<file path="src/rtl/multi_alarm_ctrl_pkg.sv">
// Shared types and constants for the multi-slot alarm controller.
// Holds the FSM encoding, the day length and the default snooze/ring timing.
package multi_alarm_ctrl_pkg;

  localparam int unsigned SECONDS_PER_DAY          = 86400;
  localparam int unsigned DEFAULT_SNOOZE_SEC       = 300;
  localparam int unsigned DEFAULT_RING_TIMEOUT_SEC = 60;

  typedef enum logic [1:0] {
    StIdle    = 2'd0,
    StRinging = 2'd1,
    StSnooze  = 2'd2
  } alarm_state_e;

  function automatic int unsigned max_u(input int unsigned a, input int unsigned b);
    return (a > b) ? a : b;
  endfunction

  // Slot index width, never narrower than one bit.
  function automatic int unsigned idx_width(input int unsigned n);
    return (n > 1) ? $clog2(n) : 1;
  endfunction

endpackage

</file>
<file path="src/rtl/multi_alarm_ctrl_prio_enc.sv">
// Lowest-index-first priority encoder used to pick the next pending alarm slot.
module prio_enc #(
  parameter int unsigned N  = 4,
  parameter int unsigned IW = 2
) (
  input  logic [N-1:0]  req,
  output logic [IW-1:0] idx,
  output logic          valid
);

  // Scan from the top down so the lowest set bit is the last one written.
  always_comb begin
    idx   = '0;
    valid = 1'b0;
    for (int i = N - 1; i >= 0; i--) begin
      if (req[i]) begin
        idx   = IW'(i);
        valid = 1'b1;
      end
    end
  end

endmodule

</file>
<file path="src/rtl/multi_alarm_ctrl.sv">
// Multi-slot alarm clock controller: per-slot time/enable storage, pending match latch,
// and an IDLE/RINGING/SNOOZE sequencer with saturating ring-timeout and snooze counters.
module multi_alarm_ctrl
  import multi_alarm_ctrl_pkg::*;
#(
  parameter int unsigned N_ALARM          = 4,
  parameter int unsigned TW               = 17,
  parameter int unsigned SNOOZE_SEC       = DEFAULT_SNOOZE_SEC,
  parameter int unsigned RING_TIMEOUT_SEC = DEFAULT_RING_TIMEOUT_SEC,
  localparam int unsigned IW              = idx_width(N_ALARM)
) (
  input  logic               RESETN,
  input  logic               CLK,
  input  logic               SEC_TICK,
  input  logic [TW-1:0]      CURRENT_TIME,
  input  logic               WR_EN,
  input  logic [IW-1:0]      WR_IDX,
  input  logic [TW-1:0]      WR_TIME,
  input  logic               WR_ENA,
  input  logic               ACK_STOP,
  input  logic               ACK_SNOOZE,
  output logic               ALARM_DOING,
  output logic [IW-1:0]      ALARM_IDX,
  output logic               SNOOZE_ACTIVE,
  output logic [N_ALARM-1:0] ENABLE_MASK
);

  localparam int unsigned CW = $clog2(max_u(SNOOZE_SEC, RING_TIMEOUT_SEC) + 1);

  typedef logic [CW-1:0] cnt_t;

  alarm_state_e               state_q, state_d;
  logic [N_ALARM-1:0][TW-1:0] time_q, time_d;
  logic [N_ALARM-1:0]         en_q, en_d;
  logic [N_ALARM-1:0]         pending_q, pending_d;
  logic [N_ALARM-1:0]         match, pend;
  logic [IW-1:0]              idx_q, idx_d;
  logic [IW-1:0]              sel;
  logic                       sel_valid;
  cnt_t                       ring_cnt_q, ring_cnt_d, ring_inc;
  cnt_t                       snz_cnt_q, snz_cnt_d, snz_inc;
  logic                       doing_q, snooze_q;
  logic                       wr_ok, wr_hit_active;

  assign wr_ok = WR_EN && (32'(WR_IDX) < N_ALARM) && (32'(WR_TIME) < SECONDS_PER_DAY);

  // Rewriting the slot that is currently ringing or snoozing aborts it.
  assign wr_hit_active = wr_ok && (WR_IDX == idx_q) && (state_q != StIdle);

  assign ring_inc = (ring_cnt_q == '1) ? ring_cnt_q : ring_cnt_q + 1'b1;
  assign snz_inc  = (snz_cnt_q == '1) ? snz_cnt_q : snz_cnt_q + 1'b1;

  always_comb begin
    match = '0;
    for (int i = 0; i < N_ALARM; i++) begin
      match[i] = SEC_TICK && en_q[i] && (time_q[i] == CURRENT_TIME);
    end
  end

  // Slot updates and the pending set after this cycle's matches and write-side clears.
  always_comb begin
    time_d = time_q;
    en_d   = en_q;
    pend   = pending_q | match;
    for (int i = 0; i < N_ALARM; i++) begin
      if (wr_ok && (WR_IDX == IW'(i))) begin
        time_d[i] = WR_TIME;
        en_d[i]   = WR_ENA;
        if (!WR_ENA) begin
          pend[i] = 1'b0;
        end
      end
      if (wr_hit_active && (idx_q == IW'(i))) begin
        pend[i] = 1'b0;
      end
    end
  end

  prio_enc #(
    .N  (N_ALARM),
    .IW (IW)
  ) u_prio_enc (
    .req   (pend),
    .idx   (sel),
    .valid (sel_valid)
  );

  // Keys are resolved before the tick, so a tick alongside an ACK never advances a counter.
  always_comb begin
    state_d    = state_q;
    idx_d      = idx_q;
    ring_cnt_d = ring_cnt_q;
    snz_cnt_d  = snz_cnt_q;
    pending_d  = pend;
    case (state_q)
      StIdle: begin
        if (sel_valid) begin
          state_d    = StRinging;
          idx_d      = sel;
          ring_cnt_d = '0;
          for (int i = 0; i < N_ALARM; i++) begin
            if (sel == IW'(i)) begin
              pending_d[i] = 1'b0;
            end
          end
        end
      end
      StRinging: begin
        if (wr_hit_active || ACK_STOP) begin
          state_d = StIdle;
        end else if (ACK_SNOOZE) begin
          state_d   = StSnooze;
          snz_cnt_d = '0;
        end else if (SEC_TICK) begin
          ring_cnt_d = ring_inc;
          if (32'(ring_inc) >= RING_TIMEOUT_SEC) begin
            state_d = StIdle;
          end
        end
      end
      StSnooze: begin
        if (wr_hit_active || ACK_STOP) begin
          state_d = StIdle;
        end else if (SEC_TICK) begin
          snz_cnt_d = snz_inc;
          if (32'(snz_inc) >= SNOOZE_SEC) begin
            state_d    = StRinging;
            ring_cnt_d = '0;
          end
        end
      end
      default: begin
        state_d = StIdle;
      end
    endcase
  end

  always_ff @(posedge CLK or negedge RESETN) begin
    if (!RESETN) begin
      state_q    <= StIdle;
      idx_q      <= '0;
      ring_cnt_q <= '0;
      snz_cnt_q  <= '0;
      pending_q  <= '0;
    end else begin
      state_q    <= state_d;
      idx_q      <= idx_d;
      ring_cnt_q <= ring_cnt_d;
      snz_cnt_q  <= snz_cnt_d;
      pending_q  <= pending_d;
    end
  end

  always_ff @(posedge CLK or negedge RESETN) begin
    if (!RESETN) begin
      time_q <= '0;
      en_q   <= '0;
    end else begin
      time_q <= time_d;
      en_q   <= en_d;
    end
  end

  // Flag outputs track the next state so they change on the same edge as the FSM.
  always_ff @(posedge CLK or negedge RESETN) begin
    if (!RESETN) begin
      doing_q  <= 1'b0;
      snooze_q <= 1'b0;
    end else begin
      doing_q  <= (state_d == StRinging);
      snooze_q <= (state_d == StSnooze);
    end
  end

  assign ALARM_DOING   = doing_q;
  assign SNOOZE_ACTIVE = snooze_q;
  assign ALARM_IDX     = idx_q;
  assign ENABLE_MASK   = en_q;

endmodule

</file>
<file path="config.mk">
export PLATFORM = sky130hd
export DESIGN_NAME = multi_alarm_ctrl
export DESIGN_NICKNAME = d
export VERILOG_FILES = /design/src/rtl/multi_alarm_ctrl_pkg.sv /design/src/rtl/multi_alarm_ctrl_prio_enc.sv /design/src/rtl/multi_alarm_ctrl.sv
export SDC_FILE = /design/constraint.sdc
export NUM_CORES = 1
export LEC_CHECK = 0
export CORE_AREA = 2 2 150 152
export CTS_CLUSTER_DIAMETER = 150
export CTS_CLUSTER_SIZE = 8
export DETAILED_ROUTE_END_ITERATION = 7
export DIE_AREA = 0 0 152 154
export GPL_TIMING_DRIVEN = 0
export SYNTH_ARGS = -nofsm -noshare
export SYNTH_HDL_FRONTEND = slang
export SYNTH_SLANG_ARGS = --single-unit
</file>
<file path="constraint.sdc">
create_clock -name CLK -period 2.75 [get_ports CLK]
set_input_delay 0.275 -clock CLK [delete_from_list [all_inputs] [get_ports CLK]]
set_output_delay 0.275 -clock CLK [all_outputs]
set_load 0.005 [all_outputs]
</file>
# After elaboration in Yosys (flattened, before gate mapping)
# Cells that the tools add are included.
[op_classes]
reduce_logical = 30
add_sub_neg = 2
n_eq_ne = 28
n_lt_le_gt_ge = 3
n_bitwise = 1
muxes = 50
[op_table]
columns = ["cell", "count"]
rows = [
  ["$mux 9", 13],
  ["$eq 17x17->1", 4],
  ["$pmux 9 s3", 1],
  ["$mux 2", 12],
  ["$mux 1", 20],
  ["$logic_and 1x1->1", 19],
  ["$add 9x1->9 const B", 2],
  ["$eq 9x9->1 const B", 2],
  ["$pmux 9 s2", 1],
  ["$lt 17x17->1 const B", 1],
  ["$eq 2x2->1 const B", 8],
  ["$ne 2x2->1 const B", 8],
  ["$eq 2x1->1 const B", 5],
  ["$ge 9x6->1 const B", 1],
  ["$ge 9x9->1 const B", 1],
  ["$logic_not 2->1", 4],
  ["$mux 4", 2],
  ["$reduce_and 8->1", 1],
  ["$pmux 2 s3", 1],
  ["$reduce_and 5->1", 1],
  ["$or 4x4->4", 1],
  ["$reduce_bool 2->1", 2],
  ["$reduce_bool 3->1", 1],
  ["$eq 2x2->1", 1],
  ["other kinds (2)", 2],
]
[totals]
input_bits = 43
elab_cells = 129
regBits = 100

# Logic depth before layout (Yosys ltp)
[depth]
ltp_word = 14
mapped_depth = 10

# Modules after synthesis
# From an unflattened synthesis, not the netlist that was laid out.
[unflattened]
hier_cells = 462
area_unflattened_um2 = 5198.7
[by_module_without_submodules]
columns = ["module", "seq_area_each_um2", "instances", "area_each_um2", "cells_per_inst"]
rows = [
  ["multi_alarm_ctrl", 2502.4, 1, 5163.7, 455],
  ["prio_enc", 0.0, 1, 35.0, 7],
]

# Worst setup path before layout
# Ideal clock, no wire load.
[synth_path]
kind = "register to register"
from = "register snz_cnt_q[0]"
to = "register ring_cnt_q[2]"
path_stages_with_launch = 11
slack_ns = 0.203
setup_ns = 0.121
t_arrival_ns = 2.427
synth_period_minus_slack_ns = 2.547
path_cell_list = "dfrtp_1 -> ha_1 -> and3_1 -> buf_6 -> a311oi_4 -> xnor2_1 -> o32ai_4 -> a41oi_2 -> buf_6 -> a311o_1 -> a22o_1"
[synth_between]
elab_chain_len = 5
[synth_rtl]
columns = ["element", "line", "rtl"]
rows = [
  ["start: declaration", "multi_alarm_ctrl.sv:41", "cnt_t snz_cnt_q, snz_cnt_d, snz_inc;"],
  ["start signal: assignment", "multi_alarm_ctrl.sv:149", "snz_cnt_q <= snz_cnt_d;"],
  ["$add 9x1->9 or $eq 9x9->1 (tied branches)", "multi_alarm_ctrl.sv:51", "assign snz_inc = (snz_cnt_q == '1) ? snz_cnt_q : snz_cnt_q + 1'b1;"],
  ["$mux 9 *", "multi_alarm_ctrl.sv:51", ""],
  ["$ge 9x9->1 *", "multi_alarm_ctrl.sv:126", "if (32'(snz_inc) >= SNOOZE_SEC) begin"],
  ["$ne 2x2->1 (no source line) *", "n/a", ""],
  ["$reduce_and 8->1 (no source line) *", "n/a", ""],
  ["end signal: assignment", "multi_alarm_ctrl.sv:148", "ring_cnt_q <= ring_cnt_d;"],
  ["end: declaration", "multi_alarm_ctrl.sv:40", "cnt_t ring_cnt_q, ring_cnt_d, ring_inc;"],
]
# Every way passes the cells marked *; elsewhere a longest branch is shown, timed or not.
# A chain may end at the register's enable or synchronous reset.

# Final worst setup path
[layout_path]
from = "input port WR_TIME[11]"
to = "register ring_cnt_q[4]"
[layout_between]
elab_chain_len = 12
[layout_rtl]
columns = ["element", "line", "rtl"]
rows = [
  ["start: declaration", "multi_alarm_ctrl.sv:18", "input logic [TW-1:0] WR_TIME,"],
  ["$lt 17x17->1 *", "multi_alarm_ctrl.sv:45", "assign wr_ok = WR_EN && (32'(WR_IDX) < N_ALARM) && (32'(WR_TIME) < SECONDS_PER_DAY);"],
  ["$logic_and 1x1->1 *", "multi_alarm_ctrl.sv:45", ""],
  ["$logic_and 1x1->1 (2 in series)", "multi_alarm_ctrl.sv:48", "assign wr_hit_active = wr_ok && (WR_IDX == idx_q) && (state_q != StIdle);"],
  ["$logic_and 1x1->1", "multi_alarm_ctrl.sv:73", "if (wr_hit_active && (idx_q == IW'(i))) begin"],
  ["$mux 1", "multi_alarm_ctrl.sv:73", ""],
  ["$mux 1 (4 in series)", "multi_alarm_ctrl_prio_enc.sv:16", "if (req[i]) begin"],
  ["$ne 2x2->1 (no source line)", "n/a", ""],
  ["$reduce_and 8->1 (no source line) *", "n/a", ""],
]
# Marks and branches as above.

==> results.tsv <==
stage	metric	value	unit
setup_path	cp-end-kind	flip-flop	
floorplan	die_h	154	µm
detailed_routing	antenna_left	0	
logic_synthesis	synth_area_per_cell	11.71	µm²
floorplan	rows	54	
cts	cts-root-buf	clkbuf_16	
logic_synthesis	syn-num-nets	506	
sta	fmax	0.3836	GHz
logic_synthesis	synth_cells	461	
final_layout	layout.nets	578	
sta	finalHoldViolCount	0	
hold_path	hp-class	in2reg	
cts	clkTransAtPathRegs	70	ps
detailed_routing	first_pass_iters	4	
sta	finalCriticalPeriod	2607	ps
run	drv_cap	0	
floorplan	die_w	152	µm
setup_path	crit_arrival	2820	ps
floorplan	pin_count	51	
logic_synthesis	synth_seq_cells	100	
sta	setup_tns	0	ps
setup_path	cp_max_fo	10	
cts	clock_sinks	100	
detailed_routing	wl	13.48	mm
sta	fin_ws	143.0	ps
power	p_per_area	575.9	nW/µm²
setup_path	worstSetupStartpointType	input port	
final_layout	drive_above_1_share	0.2565	
run_status	status	finished, final reports clean	
detailed_routing	drc	0	
detailed_routing	wl_per_cell	16.47	µm
logic_synthesis	synth-edff-count	0	
final_layout	syn2layout_area_growth	24.18	%
setup_path	r2r_setup_slack	140	ps
logic_synthesis	async_reset_ff_frac	1.000	
global_routing	antenna_found_initial	0	
cts	cts.path.max_buffers	2	
sta	worstMarginPinSlew	806.8	ps
cts	insertion_delay	340	ps
placement	post-place-ws	-703.8	ps
global_routing	grt_max_degree	56	
placement	gp_congestion	0.7983	
sta	finalSetupViolations	0	
floorplan	dieArea	23410	µm²
logic_synthesis	yosysSeqAreaShare	0.4637	
sta	hold_slack	348.2	ps
setup_path	critical_path_class	in2reg	
logic_synthesis	synthDistinctLibCells	61	
logic_synthesis	synthFlopType	dfrtp_1	
sta	period_share	0.9480	
sta	skew	10.69	ps
sta	slew_viol_final	0	
detailed_routing	viasPerCell	4.619	
sta	grt_setup_unrepaired	no	
power	vdd_drop_max	0.2963	mV
global_routing	gr-total-overflow	0	
logic_synthesis	syn_area	5396	µm²
power	power_leakage	0.002718	µW
setup_path	cp_data_required_time	2960	ps
floorplan	start_util	0.2488	
placement	port-buffer-count	49	
final_layout	diodes	0	
floorplan	core_area	21690	µm²
cts	cts_max_level	3	
global_routing	grt_pass1_vias	3918	
final_layout	fin_util	0.3090	
sta	slew_headroom	0.4621	
detailed_routing	vias	3778	
cts	cts_tree	done	
placement	hpwl	9.763	mm
global_routing	grt_pass1_wl	21.78	mm
cts	cts_made_buffers	9	
global_routing	track_usage	0.1175	
detailed_routing	first_iter_violations	242	
logic_synthesis	yosys_warnings	0	
-- cells in the final DEF (no fill, tap or decap), types with 3 or more instances in the layout --
| cell | instances |
|---|---|
| clkdlybuf4s50_1 | 43 |
| clkbuf_16 | 9 |
| mux2_2 | 73 |
| nand4_1 | 12 |
| nor3_1 | 3 |
| and3_1 | 9 |
| nor4_1 | 10 |
| dlymetal6s2s_1 | 5 |
| clkbuf_1 | 5 |
| nand3_1 | 8 |
| dfrtp_1 | 100 |
| a2bb2oi_1 | 4 |
| nand2_1 | 21 |
| a31o_2 | 4 |
| a211oi_1 | 3 |
| a21oi_1 | 12 |
| buf_4 | 16 |
| o21ai_0 | 10 |
| nand2b_1 | 3 |
| nor2_1 | 24 |
| and2_1 | 6 |
| a31oi_1 | 7 |
| a311oi_1 | 4 |
| buf_6 | 3 |
| nand4b_1 | 4 |
| xnor2_1 | 30 |
| xor2_1 | 41 |
| a311o_1 | 3 |
| inv_1 | 7 |
-- logic make-up (layout without fill, tap and decap cells) --
family                     after synthesis  after routing  share of synthesized area
buffers and inverters                   22             99                    0.02295
and+or+nand+nor                        112            112                     0.1155
muxes                                   75             75                     0.1560
xor gates and xnor gates                72             72                     0.1169
DFF                                    100            100                     0.4637
AOI/OAI and AO/OA                       78             78                     0.1203
adders and majority gates                2              2                   0.004636
-- power breakdown --
group	switching, µW	internal, µW	leakage (µW)
clock network	564	645	0.000129
logic	322	433	0.00135
registers	174	1720	0.00123
total	1060	2800	0.00272
-- per-layer routing --
| metal | global-route usage | vias to the layer above | routed length [µm] |
|---|---|---|---|
| li1 | - | 1836 | - |
| met1 | 0.1588 | 1881 | 6595 |
| met2 | 0.1911 | 46 | 6270 |
| met3 | 0.01860 | 15 | 315 |
| met4 | 0.04183 | 0 | 294 |
| met5 | 0 | - | 0 |
-- critical path: stages --
cell and delay, ps:
clkdlybuf4s50_1 540, a2111oi_4 390, or3_1 180, buf_6 150, nand4b_1 100, buf_4 210
o32a_2 240, a2bb2oi_4 230, buf_4 220, a311oi_1 110, a2bb2oi_1 160
-- metrics by stage --
step                      area [µm²]  power [µW]  instances
final                           6701        3860        818
after global routing            6701        4056        818
after CTS                       6654        3891        815
after detailed placement        6262        2670        791
after global placement          6237        2643        790
after floorplan                 5396        2356        461
-- cell usage after synthesis, types with 6 or more instances --
cell / instances / area [µm²]
a21oi_1: 12 / 60.06
a31oi_1: 7 / 43.79
and2_1: 6 / 37.54
and3_1: 9 / 56.30
dfrtp_1: 100 / 2502
inv_1: 7 / 26.28
mux2_2: 73 / 822.0
nand2_1: 21 / 78.83
nand3_1: 8 / 40.04
nand4_1: 12 / 75.07
nor2_1: 24 / 90.09
nor4_1: 10 / 62.56
o21ai_0: 10 / 50.05
xnor2_1: 31 / 271.5
xor2_1: 41 / 359.1
-- final cells by class --
class | instances | area (µm²)
buffer | 15 | 100.1
clock buffer | 12 | 246.5
clock inverter | 4 | 32.53
fill | 2187 | 14990
inverter | 7 | 26.28
multi-input combinational | 339 | 2830
sequential | 100 | 2502
tap | 280 | 350.3
timing repair buffer | 61 | 613.1
-- timing repair --
item / CTS / global route
setup endpoints to repair: 24 / 28
hold buffers: 1 / 0
setup buffers: 7 / 3
endpoints found under the hold margin: 45 / 0
pin swaps: 2 / 2
resized for setup: 9 / 6
-- registers in the layout, indices dropped and copies added, names as in the netlist --
register,cells
snz_cnt_q,9
ring_cnt_q,9
state_q,2
pending_q,4
ENABLE_MASK,4
SNOOZE_ACTIVE,1
ALARM_IDX,2
ALARM_DOING,1
time_q,68
-- final timing paths --
kind / startpoint / endpoint / cells after the start
max in group asynchronous: RESETN / ALARM_IDX[0] / 3
min: WR_TIME[14] / time_q[48] / 2
min reg2reg: time_q[46] / time_q[46] / 1
min in group asynchronous: RESETN / time_q[38] / 2
max: WR_TIME[11] / ring_cnt_q[4] / 11
max reg2reg: snz_cnt_q[0] / ring_cnt_q[0] / 9
Note: power is estimated with default switching activity, not from simulation.
